==> src/rtl/hyperbus_pkg.sv <==
// Shared types for the HyperBus transaction arbiter: FSM state encoding,
// chunk descriptor struct and the round-robin pointer helper.
package hyperbus_pkg;

   typedef enum logic [1:0] {
      IDLE  = 2'd0,
      ISSUE = 2'd1,
      BUSY  = 2'd2
   } hyperbus_state_e;

   // Field widths are sized for the largest supported configuration.
   localparam int HB_CS_MAX_W    = 8;
   localparam int HB_BURST_MAX_W = 16;

   typedef struct packed {
      logic [31:0]               address;
      logic [HB_CS_MAX_W-1:0]    cs;
      logic                      write;
      logic [HB_BURST_MAX_W-1:0] burst;
   } hyperbus_trans_t;

   function automatic int rr_next(input int idx, input int n);
      return (idx + 1 >= n) ? 0 : idx + 1;
   endfunction

endpackage

==> src/rtl/hyperbus_rr_arbiter.sv <==
// Combinational round-robin pick: the first set request at or after ptr_i
// (wrapping) wins; grant is one-hot, or zero when nothing is requested.
module hyperbus_rr_arbiter #(
   parameter int NR_REQ = 2
) (
   input  logic [NR_REQ-1:0]         req_i,
   input  logic [$clog2(NR_REQ)-1:0] ptr_i,
   output logic [NR_REQ-1:0]         grant_o,
   output logic [$clog2(NR_REQ)-1:0] idx_o,
   output logic                      valid_o
);

   localparam int IDX_W = $clog2(NR_REQ);

   logic [IDX_W-1:0] pos;

   // Scan from the farthest offset down so the closest requester is written last.
   always_comb begin
      grant_o = '0;
      idx_o   = '0;
      valid_o = 1'b0;
      pos     = '0;
      for (int off = NR_REQ - 1; off >= 0; off--) begin
         pos = IDX_W'((int'(ptr_i) + off) % NR_REQ);
         if (req_i[pos]) begin
            grant_o      = '0;
            grant_o[pos] = 1'b1;
            idx_o        = pos;
            valid_o      = 1'b1;
         end
      end
   end

endmodule

==> src/rtl/hyperbus_trans_arbiter.sv <==
// Round-robin arbiter feeding one HyperBus PHY; define HYPERBUS_ARB_SPLIT_EN
// to cut long bursts into MAX_BURST-word chunks, otherwise a burst goes out whole.
module hyperbus_trans_arbiter
   import hyperbus_pkg::*;
#(
   parameter int NR_REQ      = 2,
   parameter int NR_CS       = 2,
   parameter int BURST_WIDTH = 12,
   parameter int MAX_BURST   = 256
) (
   input  logic                                clk_i,
   input  logic                                rst_i,
   input  logic [NR_REQ-1:0]                   req_valid_i,
   output logic [NR_REQ-1:0]                   req_ready_o,
   input  logic [NR_REQ-1:0][31:0]             req_address_i,
   input  logic [NR_REQ-1:0][NR_CS-1:0]        req_cs_i,
   input  logic [NR_REQ-1:0]                   req_write_i,
   input  logic [NR_REQ-1:0][BURST_WIDTH-1:0]  req_burst_i,
   output logic                                trans_valid_o,
   input  logic                                trans_ready_i,
   output logic [31:0]                         trans_address_o,
   output logic [NR_CS-1:0]                    trans_cs_o,
   output logic                                trans_write_o,
   output logic [BURST_WIDTH-1:0]              trans_burst_o,
   input  logic                                trans_done_i,
   output logic                                grant_valid_o,
   output logic [$clog2(NR_REQ)-1:0]           grant_id_o
);

   localparam int ID_W = $clog2(NR_REQ);

   hyperbus_state_e  state_reg, state_next;
   logic [ID_W-1:0]  rr_ptr_reg, rr_ptr_next;
   logic [ID_W-1:0]  grant_id_reg, grant_id_next;
   logic             grant_valid_reg, grant_valid_next;
   hyperbus_trans_t  desc_reg, desc_next;

   logic [NR_REQ-1:0]      win_grant;
   logic [ID_W-1:0]        win_idx;
   logic                   win_valid;
   logic [BURST_WIDTH-1:0] remaining;
   logic [BURST_WIDTH-1:0] chunk;

   hyperbus_rr_arbiter #(
      .NR_REQ (NR_REQ)
   ) u_rr_arbiter (
      .req_i   (req_valid_i),
      .ptr_i   (rr_ptr_reg),
      .grant_o (win_grant),
      .idx_o   (win_idx),
      .valid_o (win_valid)
   );

   // desc_reg.burst tracks the words still owed to the current owner.
   assign remaining = desc_reg.burst[BURST_WIDTH-1:0];

`ifdef HYPERBUS_ARB_SPLIT_EN
   localparam logic [BURST_WIDTH-1:0] MAX_CHUNK = BURST_WIDTH'(MAX_BURST);
   assign chunk = (remaining > MAX_CHUNK) ? MAX_CHUNK : remaining;
`else
   assign chunk = remaining;
`endif

   always_comb begin
      state_next       = state_reg;
      rr_ptr_next      = rr_ptr_reg;
      grant_id_next    = grant_id_reg;
      grant_valid_next = grant_valid_reg;
      desc_next        = desc_reg;
      case (state_reg)
         IDLE: begin
            if (win_valid) begin
               if (req_burst_i[win_idx] == '0) begin
                  // Empty burst: retire on accept, never touch the PHY.
                  rr_ptr_next = ID_W'(rr_next(int'(win_idx), NR_REQ));
               end else begin
                  desc_next.address = req_address_i[win_idx];
                  desc_next.cs      = HB_CS_MAX_W'(req_cs_i[win_idx]);
                  desc_next.write   = req_write_i[win_idx];
                  desc_next.burst   = HB_BURST_MAX_W'(req_burst_i[win_idx]);
                  grant_id_next     = win_idx;
                  grant_valid_next  = 1'b1;
                  state_next        = ISSUE;
               end
            end
         end
         ISSUE: begin
            if (trans_ready_i) begin
               state_next = BUSY;
            end
         end
         BUSY: begin
            if (trans_done_i) begin
               desc_next.burst   = HB_BURST_MAX_W'(remaining - chunk);
               desc_next.address = desc_reg.address + 32'({chunk, 1'b0});
               if (remaining == chunk) begin
                  state_next       = IDLE;
                  grant_valid_next = 1'b0;
                  rr_ptr_next      = ID_W'(rr_next(int'(grant_id_reg), NR_REQ));
               end else begin
                  state_next = ISSUE;
               end
            end
         end
         default: state_next = IDLE;
      endcase
   end

   always_ff @(posedge clk_i or posedge rst_i) begin
      if (rst_i) begin
         state_reg       <= IDLE;
         rr_ptr_reg      <= '0;
         grant_id_reg    <= '0;
         grant_valid_reg <= 1'b0;
         desc_reg        <= '0;
      end else begin
         state_reg       <= state_next;
         rr_ptr_reg      <= rr_ptr_next;
         grant_id_reg    <= grant_id_next;
         grant_valid_reg <= grant_valid_next;
         desc_reg        <= desc_next;
      end
   end

   assign req_ready_o     = (state_reg == IDLE) ? win_grant : '0;
   assign trans_valid_o   = (state_reg == ISSUE);
   assign trans_address_o = desc_reg.address;
   assign trans_cs_o      = desc_reg.cs[NR_CS-1:0];
   assign trans_write_o   = desc_reg.write;
   assign trans_burst_o   = chunk;
   assign grant_valid_o   = grant_valid_reg;
   assign grant_id_o      = grant_id_reg;

endmodule

==> config.mk <==
export PLATFORM = sky130hd
export DESIGN_NAME = hyperbus_trans_arbiter
export DESIGN_NICKNAME = d
export VERILOG_FILES = /design/src/rtl/hyperbus_pkg.sv /design/src/rtl/hyperbus_rr_arbiter.sv /design/src/rtl/hyperbus_trans_arbiter.sv
export SDC_FILE = /design/constraint.sdc
export NUM_CORES = 1
export LEC_CHECK = 0
export CORE_ASPECT_RATIO = 1.1
export CORE_MARGIN = 5
export CORE_UTILIZATION = 35
export CTS_BUF_LIST = sky130_fd_sc_hd__clkbuf_4
export DETAILED_ROUTE_END_ITERATION = 7
export PLACE_DENSITY = 0.67
export SKIP_CTS_REPAIR_TIMING = 1
export SYNTH_ARGS = -nofsm -noshare
export SYNTH_HDL_FRONTEND = slang
export SYNTH_SLANG_ARGS = --single-unit
==> constraint.sdc <==
create_clock -name clk_i -period 7.2 [get_ports clk_i]
set_input_delay 1.44 -clock clk_i [delete_from_list [all_inputs] [get_ports clk_i]]
set_output_delay 1.44 -clock clk_i [all_outputs]
set_load 0.1 [all_outputs]
==> qor.yml, run 1 <==
synth.most_common_cell: "dfrtp_1"
avgRoutedWirePerCell_microns: 18.01
synth.yosys.seq_area_share_pct: 34.41
critPathLaunchType: "primary input"
die_w_microns: 109.1
io_buffers: 151
grt_max_degree: 53
initial_utilization_pct: 36.04
clk-insertion-delay-late_ns: 0.38
synth_top_area_cell: "dfrtp_1"
min-delay-path-class: "reg -> reg"
drive_above_1_share_pct: 4.635
num_io_pins: 152
synth_top_cells_by_count: "dfrtp_1, mux2i_1, nand2_1"
fin_crit_ns: 5.224
synthFlopType: "dfrtp_1"
fin_tns_setup_ns: 0
tightest_slew_ns: 1.097
setup_viol: 0
r2r_slack_ns: 3.72
rsz0062_at_grt: "false"
numCtsBuffers: 5
die_area_sq_um: 12980
critPathKind: "in -> out"
ys_seq_elements: 52
grt_pass1_wl_microns: 20240
required_ns: 5.76
slew_viol_final: 0
syn2layout_area_growth_pct: 43.91
routed_wl_microns: 12700
hold_viol_final: 0
ant_nets: 0
cts_tree: "done"
antenna_found_initial: 1
htree_levels: 2
yosysTopAreaCellShare_pct: 34.41
dr.pass1.iters: 4
path_max_fanout: 18
clock_skew_ns: 0.01119
largest_reg_flops: 32
placedCellCount: 696
clk_pin_slew_ns: 0.15
max_slew_margin_pct: 26.88
min_to: "trans_cs_o[0]$_DFFE_PP0P_"
hold_start: "trans_cs_o[0]$_DFFE_PP0P_"
overflow: 0
synth_cell_type_count: 57
end_kind: "output pin"
syn_avg_cell_area_sq_um: 8.855
r2r_end: "trans_address_o[27]$_DFFE_PP0P_"
cts_buffer_depth: 2
grt_pass1_vias: 3973
synth_area_leaders: "dfrtp_1, mux2i_1, nand2_1"
finalCritPeriodShare_pct: 72.56
dp_hpwl_microns: 9699
fmax_ghz: 0.1914
routed_via_density: 5.535
die_h_microns: 119.0
drc: 0
final-instance-count-excl-fill: 705
worstRegToRegCells: 5
std_cell_rows: 39
clock-sinks: 52
synthArstFlopShare_pct: 100.0
reg2reg_from: "rr_ptr_reg$_DFFE_PP0P_"
status: "finished clean"
hold_depth: 2
synthesis.nets: 540
n_fill_cell: 1011
drt_iter0_drc: 173
gp_congestion: 0.9327
nets: 673
worst-endpoint-arrival_ns: 3.78
syn-cell-area_sq_um: 3781
yosysWarnings: 0
clock-root-buffer: "clkbuf_4"
synth_edf_count: 0
grt_use_total_pct: 19.48
syn_inst: 427
num_vias: 3902
cap_violations: 0
core_area_sq_um: 10490
[worst max-delay path by stage]
stage	from	to	cells after the start
global route	req_valid_i[0]	req_ready_o[1]	5
CTS	req_valid_i[0]	req_ready_o[1]	5
floorplan	req_valid_i[0]	req_ready_o[1]	5
detailed placement	req_valid_i[0]	req_ready_o[1]	5
global placement	req_valid_i[0]	req_ready_o[1]	5
finish	req_valid_i[0]	req_ready_o[1]	5
[logic make-up (layout without fill, tap and decap cells)]
family,Yosys count,in the layout,share of synthesized area [%]
flip-flops,52,52,34.41
AND/OR/NAND/NOR,140,140,18.53
adder cells (fa/ha/maj),13,13,4.500
multiplexers,48,48,12.71
other,0,1,0
XOR/XNOR,6,6,1.390
buffers and inverters,41,175,4.534
AO/OA/AOI/OAI,127,127,23.93
[cell usage in the layout, fill, tap and decap left out, drive strengths merged, types with 6 or more instances in the layout]
cell and n:
o211ai 10, nand3 23, nor3 10, clkbuf 7
o32a 6, dfrtp 52, clkdlybuf4s50 151, nand4 7
ha 12, o31ai 6, mux2i 48, nand2 43
or2 7, nor4 7, inv 13, nor2 24
o21a 8, o21ai 28, o221ai 8, a21oi 17
[metrics by stage]
stage / worst slack, ns / hold slack (ns) / cell area, sq um / utilization, %
floorplan: 1.698 / 0.5236 / 3781 / -
finish: 1.976 / 0.4942 / 5441 / 51.87
CTS: 1.966 / 0.5044 / 5439 / 51.84
global placement: 2.035 / 0.4606 / 5383 / 51.31
global route: 1.893 / 0.5472 / 5441 / 51.87
detailed placement: 1.981 / 0.4692 / 5383 / 51.31
[layout make-up]
| type | instances | area (sq um) | share of cell area (%) |
|---|---|---|---|
| Tap cell | 143 | 178.9 | 3.288 |
| Clock buffer | 7 | 52.55 | 0.9657 |
| Antenna cell | 1 | 2.502 | 0.04599 |
| Sequential cell | 52 | 1301 | 23.91 |
| Multi-Input combinational cell | 334 | 2320 | 42.63 |
| Timing Repair Buffer | 154 | 1534 | 28.19 |
| Clock inverter | 1 | 3.754 | 0.06898 |
| Inverter | 13 | 48.80 | 0.8968 |
[metal layers]
metal | wire length, microns | track usage [%]
met1 | 5325 | 24.76
met2 | 6173 | 32.76
met3 | 937 | 4.437
met4 | 264 | 5.762
met5 | 0 | 0
[critical path, cell delays in order]
cell	delay, ns
clkdlybuf4s50_1	0.55
inv_1	0.09
o21ai_4	0.57
nor3_1	0.12
clkdlybuf4s50_1	1.00
Power of run 1 is left out: the tool's default activity adds up to more than one toggle a clock period on the data nets, which glitch-free logic cannot reach.
==> inputs of run 2 (changes only) <==
- clock period: 7.2 -> 5.5 ns (I/O delays scaled with it)
==> run 2 against run 1 <==
Effect of this change: non-clock buffer count up 2; highest routed layer unchanged; register-to-register slack worse by 1.7 ns; critical path type unchanged; sequential share of layout area about the same; largest cell class unchanged; utilization up 0.060 points; critical endpoint is now req_ready_o[0].
==> qor.yml, run 2 (synthesis gave the netlist of run 1 again) <==
status: "finished clean"
crit_family: "buffers and inverters"
dr.pass1.iters: 5  # +1
min-delay-path-class: "reg -> reg"
nets: 675  # +0.30%
fmax_ghz: 0.2461
worstRegToRegCells: 6  # +1
hold_depth: 2  # unchanged
crit_path_frequent_cell: "clkdlybuf4s50_1"
core_area_sq_um: 10490  # unchanged
drc: 0  # unchanged
largest_reg_flops: 32  # unchanged
ant_nets: 0  # unchanged
hold_viol_final: 0  # unchanged
hold_start: "trans_cs_o[0]$_DFFE_PP0P_"
num_vias: 4024  # +3.1%
num_io_pins: 152  # unchanged
critPathKind: "in -> out"
fin_tns_setup_ns: 0  # unchanged
overflow: 0  # unchanged
drive_above_1_share_pct: 5.160  # +0.53 points
path_depth: 4  # -1
path_max_fanout: 5  # -13
clk-insertion-delay-late_ns: 0.38  # about the same
dp_hpwl_microns: 9880  # +1.9%
initial_utilization_pct: 36.04  # unchanged
finalCritPeriodShare_pct: 73.88
die_w_microns: 109.1  # unchanged
setup_viol: 0  # unchanged
r2r_end: "trans_address_o[23]$_DFFE_PP0P_"
worst-endpoint-arrival_ns: 2.96  # -0.82 ns
n_fill_cell: 993  # -1.8%
routed_wl_microns: 12960  # +2.1%
max_slew_margin_pct: 29.22  # +2.3 points
io_buffers: 151  # unchanged
fin_crit_ns: 4.063
grt_pass1_vias: 4217  # +6.1%
clock_skew_ns: 0.01905  # +0.007866 ns
cts_tree: "done"
grt_max_degree: 53  # unchanged
end_kind: "output pin"
syn2layout_area_growth_pct: 44.08
std_cell_rows: 39  # unchanged
min_to: "trans_cs_o[0]$_DFFE_PP0P_"
clk_pin_slew_ns: 0.14  # about the same
crit_path_top_delay_cell: "clkdlybuf4s50_1"
cap_violations: 0  # unchanged
grt_use_total_pct: 19.93  # +0.45 points
r2r_slack_ns: 2.06  # -1.66 ns
required_ns: 4.40  # -1.36 ns
max_stage_delay_ns: 1.14  # +0.14 ns
gp_congestion: 0.8970  # -3.8%
critical_path.cell_chain: "clkdlybuf4s50_1 > nand2_1 > a21oi_1 > clkdlybuf4s50_1"
antenna_found_initial: 1  # unchanged
routed_via_density: 5.700  # +3.0%
final_cell_mix: "clkdlybuf4s50_1, dfrtp_1, mux2i_1"
clock-root-buffer: "clkbuf_4"
slew_viol_final: 0  # unchanged
die_area_sq_um: 12980  # unchanged
htree_levels: 2  # unchanged
clock-sinks: 52  # unchanged
reg2reg_from: "state_reg[1]$_DFFE_PP0P_"
numCtsBuffers: 5  # unchanged
drt_iter0_drc: 295  # +71%
grt_pass1_wl_microns: 20800  # +2.8%
die_h_microns: 119.0  # unchanged
path_buf_inv: 2  # -1
final_common_cell: "clkdlybuf4s50_1"
avgRoutedWirePerCell_microns: 18.36  # +1.9%
rsz0062_at_grt: "false"
tightest_slew_ns: 1.062  # -0.03518 ns
cts_buffer_depth: 2  # unchanged
critPathLaunchType: "primary input"
run 2: changes by cell type in the layout (fill, tap and decap cells not counted), sizes merged:
| cell | change |
|---|---|
| buf | +3 |
| clkbuf | -1 |
| clkdlybuf4s50 | -1 |
run 2: how the worst max path moves through the flow:
| stage | endpoint | from | slack, ns |
|---|---|---|---|
| finish | req_ready_o[0] | req_valid_i[0] | 1.44 |
| floorplan | req_ready_o[1] | req_valid_i[0] | 0.68 |
| CTS | req_ready_o[0] | req_valid_i[0] | 1.42 |
| detailed placement | req_ready_o[0] | req_valid_i[0] | 1.43 |
| global placement | req_ready_o[0] | req_valid_i[0] | 1.43 |
| global route | req_ready_o[0] | req_valid_i[0] | 1.38 |
run 2: per-layer routing:
metal  global-route usage, %  share of wire (%)  up-vias
li1                        -                  -     1890
met3                   4.762                8.3       28
met5                       0                  0        -
met2                   32.83                 48      193
met4                   7.972                3.1        0
met1                   24.88                 40     1913
run 2: cell type report:
| cell class | count | area, sq um | area share [%] |
|---|---|---|---|
| Multi-Input combinational cell | 334 | 2320 | 42.58 |
| Timing Repair Buffer | 156 | 1546 | 28.39 |
| Sequential cell | 52 | 1301 | 23.89 |
| Tap cell | 143 | 178.9 | 3.284 |
| Inverter | 13 | 48.80 | 0.8957 |
| Clock buffer | 6 | 45.04 | 0.8268 |
| Clock inverter | 1 | 5.005 | 0.09187 |
| Antenna cell | 1 | 2.502 | 0.04593 |
run 2: through the flow:
| step | util, % | setup slack [ns] | hold slack [ns] | instances | cell area, sq um |
|---|---|---|---|---|---|
| floorplan | - | 0.6779 | 0.5236 | 427 | 3781 |
| CTS | 51.90 | 1.422 | 0.5134 | 705 | 5445 |
| global route | 51.93 | 1.379 | 0.5307 | 706 | 5448 |
| detailed placement | 51.43 | 1.428 | 0.4804 | 698 | 5395 |
| global placement | 51.43 | 1.428 | 0.4612 | 698 | 5395 |
| finish | 51.93 | 1.437 | 0.5011 | 706 | 5448 |
run 2: worst min-delay path, cell delays in order (launching register included):
cell and delay (ns):
dfrtp_1 0.37, nand2_1 0.04, o21ai_0 0.06
Power of run 2 is left out for the same reason.
